--- config.mk ---
export PLATFORM = sky130hd
export DESIGN_NAME = dcache_controller
export DESIGN_NICKNAME = d
export VERILOG_FILES = /design/src/rtl/dcache_controller.sv
export SDC_FILE = /design/constraint.sdc
export NUM_CORES = 1
export LEC_CHECK = 0
export CELL_PAD_IN_SITES_DETAIL_PLACEMENT = 1
export CELL_PAD_IN_SITES_GLOBAL_PLACEMENT = 1
export CORE_MARGIN = 2
export CORE_UTILIZATION = 46
export DETAILED_ROUTE_END_ITERATION = 10
export HOLD_SLACK_MARGIN = 0.02
export PLACE_DENSITY = 0.82
export SYNTH_ARGS = -nofsm -noshare
export SYNTH_HDL_FRONTEND = slang
export SYNTH_SLANG_ARGS = --single-unit
--- constraint.sdc ---
create_clock -name clk -period 5.7 [get_ports clk]
set_input_delay 0.57 -clock clk [delete_from_list [all_inputs] [get_ports clk]]
set_output_delay 0.57 -clock clk [all_outputs]
set_load 0.005 [all_outputs]
--- src/rtl/dcache_controller.sv ---
// -----------------------------------------------------------------------------
// dcache_controller
//   Sequencing controller for a 16-line, direct-mapped, one-word-per-line data
//   cache. Write-through, no-write-allocate. Owns the valid/tag/data arrays and
//   the FSM that handles load hits, miss fills, write-through stores and
//   single-line / whole-cache flushes.
//
//   Address split: tag = addr[31:6], index = addr[5:2], addr[1:0] ignored.
//
// Ports
//   clk, rst          clock, synchronous active-high reset
//   iReq/iWrite/iAddress/iWriteData   CPU request (accepted only when oReady)
//   oReady            FSM is in IDLE
//   oRespValid        one-cycle completion pulse, oReadData valid for loads
//   oReadData         load data
//   iFlushReq/iFlushAll/iFlushAddress flush request (wins over iReq)
//   oFlushDone        one-cycle flush completion pulse
//   oMemReq/oMemWrite/oMemAddress/oMemWriteData  main-memory request
//   iMemAck/iMemReadData              main-memory completion
//   oHitCount/oMissCount              saturating load hit/miss counters
// -----------------------------------------------------------------------------
module dcache_controller #(
  parameter int LINES = 16,
  parameter int CNT_W = 16
) (
  input  logic             clk,
  input  logic             rst,
  input  logic             iReq,
  input  logic             iWrite,
  input  logic [31:0]      iAddress,
  input  logic [31:0]      iWriteData,
  output logic             oReady,
  output logic             oRespValid,
  output logic [31:0]      oReadData,
  input  logic             iFlushReq,
  input  logic             iFlushAll,
  input  logic [31:0]      iFlushAddress,
  output logic             oFlushDone,
  output logic             oMemReq,
  output logic             oMemWrite,
  output logic [31:0]      oMemAddress,
  output logic [31:0]      oMemWriteData,
  input  logic             iMemAck,
  input  logic [31:0]      iMemReadData,
  output logic [CNT_W-1:0] oHitCount,
  output logic [CNT_W-1:0] oMissCount
);

  localparam int IDX_W = 4;
  localparam int TAG_W = 26;
  localparam logic [CNT_W-1:0] CNT_MAX = {CNT_W{1'b1}};
  localparam logic [CNT_W-1:0] CNT_ONE = {{(CNT_W-1){1'b0}}, 1'b1};

  typedef enum logic [2:0] {
    ST_IDLE   = 3'd0,
    ST_LOOKUP = 3'd1,
    ST_FILL   = 3'd2,
    ST_WRITE  = 3'd3,
    ST_FLUSH  = 3'd4
  } state_t;

  function automatic logic [IDX_W-1:0] addr_index(input logic [31:0] addr);
    return addr[5:2];
  endfunction

  function automatic logic [TAG_W-1:0] addr_tag(input logic [31:0] addr);
    return addr[31:6];
  endfunction

  state_t state_r;
  state_t state_next_s;

  // Latched request
  logic        req_write_r;
  logic [31:0] req_addr_r;
  logic [31:0] req_wdata_r;

  // Cache arrays
  logic [LINES-1:0] valid_r;
  logic [TAG_W-1:0] tag_r  [LINES];
  logic [31:0]      data_r [LINES];

  logic [IDX_W-1:0] flush_cnt_r;

  // Registered outputs
  logic             resp_valid_r;
  logic [31:0]      read_data_r;
  logic             flush_done_r;
  logic             mem_req_r;
  logic             mem_write_r;
  logic [31:0]      mem_addr_r;
  logic [31:0]      mem_wdata_r;
  logic [CNT_W-1:0] hit_cnt_r;
  logic [CNT_W-1:0] miss_cnt_r;

  // Per-cycle events decoded by the FSM
  logic             accept_s;
  logic             flush_line_s;
  logic             flush_all_s;
  logic             load_hit_s;
  logic             load_miss_s;
  logic             store_start_s;
  logic             store_hit_s;
  logic             fill_done_s;
  logic             write_done_s;
  logic             flush_step_s;
  logic             flush_last_s;

  logic [IDX_W-1:0] req_idx_s;
  logic [TAG_W-1:0] req_tag_s;
  logic             lookup_hit_s;
  logic             unused_bits_s;

  assign req_idx_s    = addr_index(req_addr_r);
  assign req_tag_s    = addr_tag(req_addr_r);
  assign lookup_hit_s = valid_r[req_idx_s] && (tag_r[req_idx_s] == req_tag_s);

  // Byte-offset bits and the flush tag never influence the cache.
  assign unused_bits_s = ^{req_addr_r[1:0], iFlushAddress[31:6], iFlushAddress[1:0]};

  assign oReady        = (state_r == ST_IDLE);
  assign oRespValid    = resp_valid_r;
  assign oReadData     = read_data_r;
  assign oFlushDone    = flush_done_r;
  assign oMemReq       = mem_req_r;
  assign oMemWrite     = mem_write_r;
  assign oMemAddress   = mem_addr_r;
  assign oMemWriteData = mem_wdata_r;
  assign oHitCount     = hit_cnt_r;
  assign oMissCount    = miss_cnt_r;

  // Next-state decode and per-cycle event flags
  always_comb begin
    state_next_s  = state_r;
    accept_s      = 1'b0;
    flush_line_s  = 1'b0;
    flush_all_s   = 1'b0;
    load_hit_s    = 1'b0;
    load_miss_s   = 1'b0;
    store_start_s = 1'b0;
    store_hit_s   = 1'b0;
    fill_done_s   = 1'b0;
    write_done_s  = 1'b0;
    flush_step_s  = 1'b0;
    flush_last_s  = 1'b0;
    case (state_r)
      ST_IDLE: begin
        // A flush takes priority; a simultaneous iReq stays pending at the requester.
        if (iFlushReq) begin
          if (iFlushAll) begin
            flush_all_s  = 1'b1;
            state_next_s = ST_FLUSH;
          end else begin
            flush_line_s = 1'b1;
            state_next_s = ST_IDLE;
          end
        end else if (iReq) begin
          accept_s     = 1'b1;
          state_next_s = ST_LOOKUP;
        end else begin
          state_next_s = ST_IDLE;
        end
      end
      ST_LOOKUP: begin
        if (req_write_r) begin
          store_start_s = 1'b1;
          store_hit_s   = lookup_hit_s;
          state_next_s  = ST_WRITE;
        end else if (lookup_hit_s) begin
          load_hit_s   = 1'b1;
          state_next_s = ST_IDLE;
        end else begin
          load_miss_s  = 1'b1;
          state_next_s = ST_FILL;
        end
      end
      ST_FILL: begin
        if (iMemAck) begin
          fill_done_s  = 1'b1;
          state_next_s = ST_IDLE;
        end else begin
          state_next_s = ST_FILL;
        end
      end
      ST_WRITE: begin
        if (iMemAck) begin
          write_done_s = 1'b1;
          state_next_s = ST_IDLE;
        end else begin
          state_next_s = ST_WRITE;
        end
      end
      ST_FLUSH: begin
        flush_step_s = 1'b1;
        if (flush_cnt_r == 4'd15) begin
          flush_last_s = 1'b1;
          state_next_s = ST_IDLE;
        end else begin
          state_next_s = ST_FLUSH;
        end
      end
      default: begin
        state_next_s = ST_IDLE;
      end
    endcase
  end

  // FSM state register
  always_ff @(posedge clk) begin
    if (rst) begin
      state_r <= ST_IDLE;
    end else begin
      state_r <= state_next_s;
    end
  end

  // Request latch, captured on acceptance
  always_ff @(posedge clk) begin
    if (rst) begin
      req_write_r <= 1'b0;
      req_addr_r  <= 32'd0;
      req_wdata_r <= 32'd0;
    end else if (accept_s) begin
      req_write_r <= iWrite;
      req_addr_r  <= iAddress;
      req_wdata_r <= iWriteData;
    end
  end

  // Valid bits: cleared by reset or flush, set by a completed fill
  always_ff @(posedge clk) begin
    if (rst) begin
      valid_r <= {LINES{1'b0}};
    end else if (flush_line_s) begin
      valid_r[addr_index(iFlushAddress)] <= 1'b0;
    end else if (flush_step_s) begin
      valid_r[flush_cnt_r] <= 1'b0;
    end else if (fill_done_s) begin
      valid_r[req_idx_s] <= 1'b1;
    end
  end

  // Tag/data arrays; contents are meaningless while the valid bit is clear
  always_ff @(posedge clk) begin
    if (fill_done_s) begin
      tag_r[req_idx_s]  <= req_tag_s;
      data_r[req_idx_s] <= iMemReadData;
    end else if (store_hit_s) begin
      data_r[req_idx_s] <= req_wdata_r;
    end
  end

  // Flush-all line walker
  always_ff @(posedge clk) begin
    if (rst) begin
      flush_cnt_r <= 4'd0;
    end else if (flush_all_s) begin
      flush_cnt_r <= 4'd0;
    end else if (flush_step_s) begin
      flush_cnt_r <= flush_cnt_r + 4'd1;
    end
  end

  // Response and flush-done pulses plus load data
  always_ff @(posedge clk) begin
    if (rst) begin
      resp_valid_r <= 1'b0;
      flush_done_r <= 1'b0;
      read_data_r  <= 32'd0;
    end else begin
      resp_valid_r <= load_hit_s | fill_done_s | write_done_s;
      flush_done_r <= flush_line_s | flush_last_s;
      if (load_hit_s) begin
        read_data_r <= data_r[req_idx_s];
      end else if (fill_done_s) begin
        read_data_r <= iMemReadData;
      end
    end
  end

  // Main-memory request: raised on entry to FILL/WRITE, dropped after the ack
  always_ff @(posedge clk) begin
    if (rst) begin
      mem_req_r   <= 1'b0;
      mem_write_r <= 1'b0;
      mem_addr_r  <= 32'd0;
      mem_wdata_r <= 32'd0;
    end else if (load_miss_s) begin
      mem_req_r   <= 1'b1;
      mem_write_r <= 1'b0;
      mem_addr_r  <= {req_addr_r[31:2], 2'b00};
    end else if (store_start_s) begin
      mem_req_r   <= 1'b1;
      mem_write_r <= 1'b1;
      mem_addr_r  <= {req_addr_r[31:2], 2'b00};
      mem_wdata_r <= req_wdata_r;
    end else if (fill_done_s || write_done_s) begin
      mem_req_r   <= 1'b0;
      mem_write_r <= 1'b0;
    end
  end

  // Saturating load hit/miss counters
  always_ff @(posedge clk) begin
    if (rst) begin
      hit_cnt_r  <= {CNT_W{1'b0}};
      miss_cnt_r <= {CNT_W{1'b0}};
    end else begin
      if (load_hit_s && (hit_cnt_r != CNT_MAX)) begin
        hit_cnt_r <= hit_cnt_r + CNT_ONE;
      end
      if (load_miss_s && (miss_cnt_r != CNT_MAX)) begin
        miss_cnt_r <= miss_cnt_r + CNT_ONE;
      end
    end
  end

endmodule

==> summary.txt <==
Power
  – P per Cell Area: 338 mW/mm²
  – Design Power: 0.0181 W
  – VDD IR max: 0.249 mV
  – Leak: 16.6 nW

Hold path
  – Class of the worst hold path: input port to flop

CTS
  – Clk sink count: 1,148
  – Worst-case clock buffer depth: 3
  – TritonCTS clock tree: yes
  – Worst skew pair latency: 0.70 ns
  – Setup Buffers After CTS: 0
  – Clock-pin slew on the worst setup and hold paths: 0.06 ns
  – CTS H-tree lvls: 3
  – CTS Buf Count: 113
  – Clock Tree Root: clkbuf_16
  – Cts hold-fix bufs: 0
  – Post-CTS Resized: 0

Routing
  – Routed wire length: 129 mm
  – DR WL/cell: 29.6 µm
  – Drt drc: 0
  – DRT Pass-1 Iters: 5
  – Post-DR vias/cell: 6.13
  – Routed via count: 26,700
  – Antenna-violating nets left: 0
  – DR iter-0 viols: 3,025

Cells and area
  – # fillers: 8,975
  – Layout cells sized above 1: 19.4%
  – Commonest non-fill, non-tap cell in the layout: edfxtp_1
  – Synth-to-layout area growth: 18.1%
  – NumNets Final: 3,101
  – Commonest cells after routing, fill and taps aside: edfxtp_1, nand2_1, mux4_2

Synthesis
  – Post-synth top area share: 61.4%
  – Post-synthesis mux area share: 16.4%
  – XOR/XNOR Fraction of Synth Area: 0.521%
  – Synth area leader: edfxtp_1
  – Ys Warns: 0
  – Post-synthesis cell type count: 63
  – Ys flop type: edfxtp_1
  – Ys async rst share: 0%
  – Adder-Cell Fraction of Synth Area: 0.165%
  – Synthesized area: 0.0454 mm²
  – Sequential area share after synthesis: 71.1%
  – Simple-Gate Fraction of Synth Area: 6.22%
  – Largest family of logic cells by synthesized area: multiplexers
  – Compound-Gate Fraction of Synth Area: 3.69%
  – Number of synthesized register bits: 1,148
  – Mapped Cells: 2,702
  – Avg Cell Area, Syn: 16.8 µm²
  – Post-synth EDFFs: 928
  – Synth area leaders: edfxtp_1, mux4_2, dfxtp_1, nand2_1, mux2i_1

Timing
  – RSZ-0062 raised after global routing: no
  – Final Cycle Share: 89.7%
  – Rel. slew slack: 21.8%
  – Worst Max-Slew Pin Slew: 1.17 ns
  – Slew Limit Fails: 0
  – # setup viols final: 0
  – Max Freq: 0.196 GHz
  – Setup total negative slack: 0 ns
  – Worst Skew: 0.0290 ns
  – Final Hold Viols: 0
  – Crit path time final: 5.11 ns

Place
  – Dpl hpwl: 72.1 mm
  – I/O Buffers: 235
  – RePlAce Congestion: 0.803

Floorplan
  – Die Y: 318 µm
  – Placement Rows: 115
  – Starting Density: 46.2%
  – Ports: 268
  – DIE AREA: 0.101 mm²
  – Die X-Extent: 318 µm
  – Core region area: 0.0981 mm²

Status
  – Outcome: finished clean

Setup path
  – Worst Setup Start Kind: flop
  – Arr. time, crit path: 5.46 ns
  – Crit path capture type: flop
  – Crit path kind: flop to flop
  – CP required: 6.05 ns
  – Crit Path Max Fanout: 32

GRT
  – Initial antenna violation count: 4
  – GRT Util Overall: 25.4%
  – Largest net degree at the start of global routing: 133
  – Vias in the first global route: 29,100
  – GRT overflow: 0
  – Wire length of the first global-routing pass: 192 mm

Run
  – Max-cap violation count: 0
area by class of cell:
type	count	area, µm²	share of cell area [%]
flip-flops and latches	1148	32300	60.3
multi-input cells	1358	12400	23.1
repair buffers	307	3170	5.92
clock buffers	141	3020	5.63
well taps	1287	1610	3.01
clock inverters	72	977	1.82
inverters	32	121	0.227
diodes	2	5.00	0.00934
state kept, by name (all words and copies together) (netlist names), 3 cells and up, named ones only:
signal / flops
state_r: 3
oMissCount: 16
req_wdata_r: 32
oMemAddress: 30
oMemWriteData: 32
oHitCount: 16
tag_r: 416
req_addr_r: 30
valid_r: 16
data_r: 512
flush_cnt_r: 4
oReadData: 32
metrics by stage:
| step | std cells | cell area (µm²) | utilization, % | hold slack (ns) | worst slack, ns |
|---|---|---|---|---|---|
| after floorplan | 2703 | 45400 | - | 0.445 | 0.0947 |
| after global placement | 4132 | 49600 | 50.5 | 0.441 | 0.919 |
| after detailed placement | 4132 | 49600 | 50.5 | 0.452 | 0.574 |
| after CTS | 4345 | 53600 | 54.6 | 0.389 | 0.539 |
| after global routing | 4345 | 53600 | 54.6 | 0.428 | 0.275 |
| final | 4347 | 53600 | 54.6 | 0.402 | 0.588 |
cell families after synthesis:
logic type                 Yosys count
adders and majority gates            6
and+or+nand+nor                    630
DFF                               1148
other                                1
AOI/OAI and AO/OA                  271
muxes                              422
buffers and inverters              197
xor gates and xnor gates            27
critical path: stages, from the launching register on:
cell and delay [ns]:
dfxtp_2 0.90, buf_4 0.44, mux4_2 0.37, mux2i_1 0.25, mux2i_1 0.16, xnor2_1 0.37, nand4_1 0.20, nor4_2 0.23
buf_4 0.23, nand4_1 0.27, and2_1 0.53, nor3_2 0.41, buf_12 0.36
final timing paths:
| path | depth (start not counted) | from | slack, ns | endpoint |
|---|---|---|---|---|
| max | 12 | flop | 0.59 | data_r[4][6] |
| min | 2 | rst | 0.40 | oMissCount[2] |
| max reg2reg | 12 | flop | 0.59 | data_r[4][6] |
| min reg2reg | 2 | oMemAddress[7] | 0.46 | oMemAddress[7] |
metal layers:
layer | vias to the layer above | global-route usage [%] | wire length (µm)
met3 | 319 | 4.88 | 11100
met4 | 4 | 9.59 | 4590
li1 | 11100 | - | -
met2 | 1407 | 43.7 | 65000
met5 | - | 0 | 32
met1 | 13900 | 32.0 | 48100
cells in the mapped netlist, drive strengths merged, types with 18 or more instances:
cell and number:
nand2 394, edfxtp 928, inv 32, mux2 40
o21ai 29, a21oi 127, buf 71, nand3 36
clkbuf 94, nor2 46, dfxtp 220, xnor2 21
nor2b 25, mux2i 131, mux4 251, nor3 36
o22ai 25, a221oi 18
power by group:
| group | total, W | leakage [nW] | internal, W | switching [W] |
|---|---|---|---|---|
| Combinational | 0.000853 | 4.79 | 0.000379 | 0.000474 |
| Sequential | 0.00919 | 9.87 | 0.00908 | 0.000109 |
| Clock | 0.00805 | 1.94 | 0.00477 | 0.00329 |
| Total | 0.0181 | 16.6 | 0.0142 | 0.00387 |
Power figures use the tool's default switching activity.
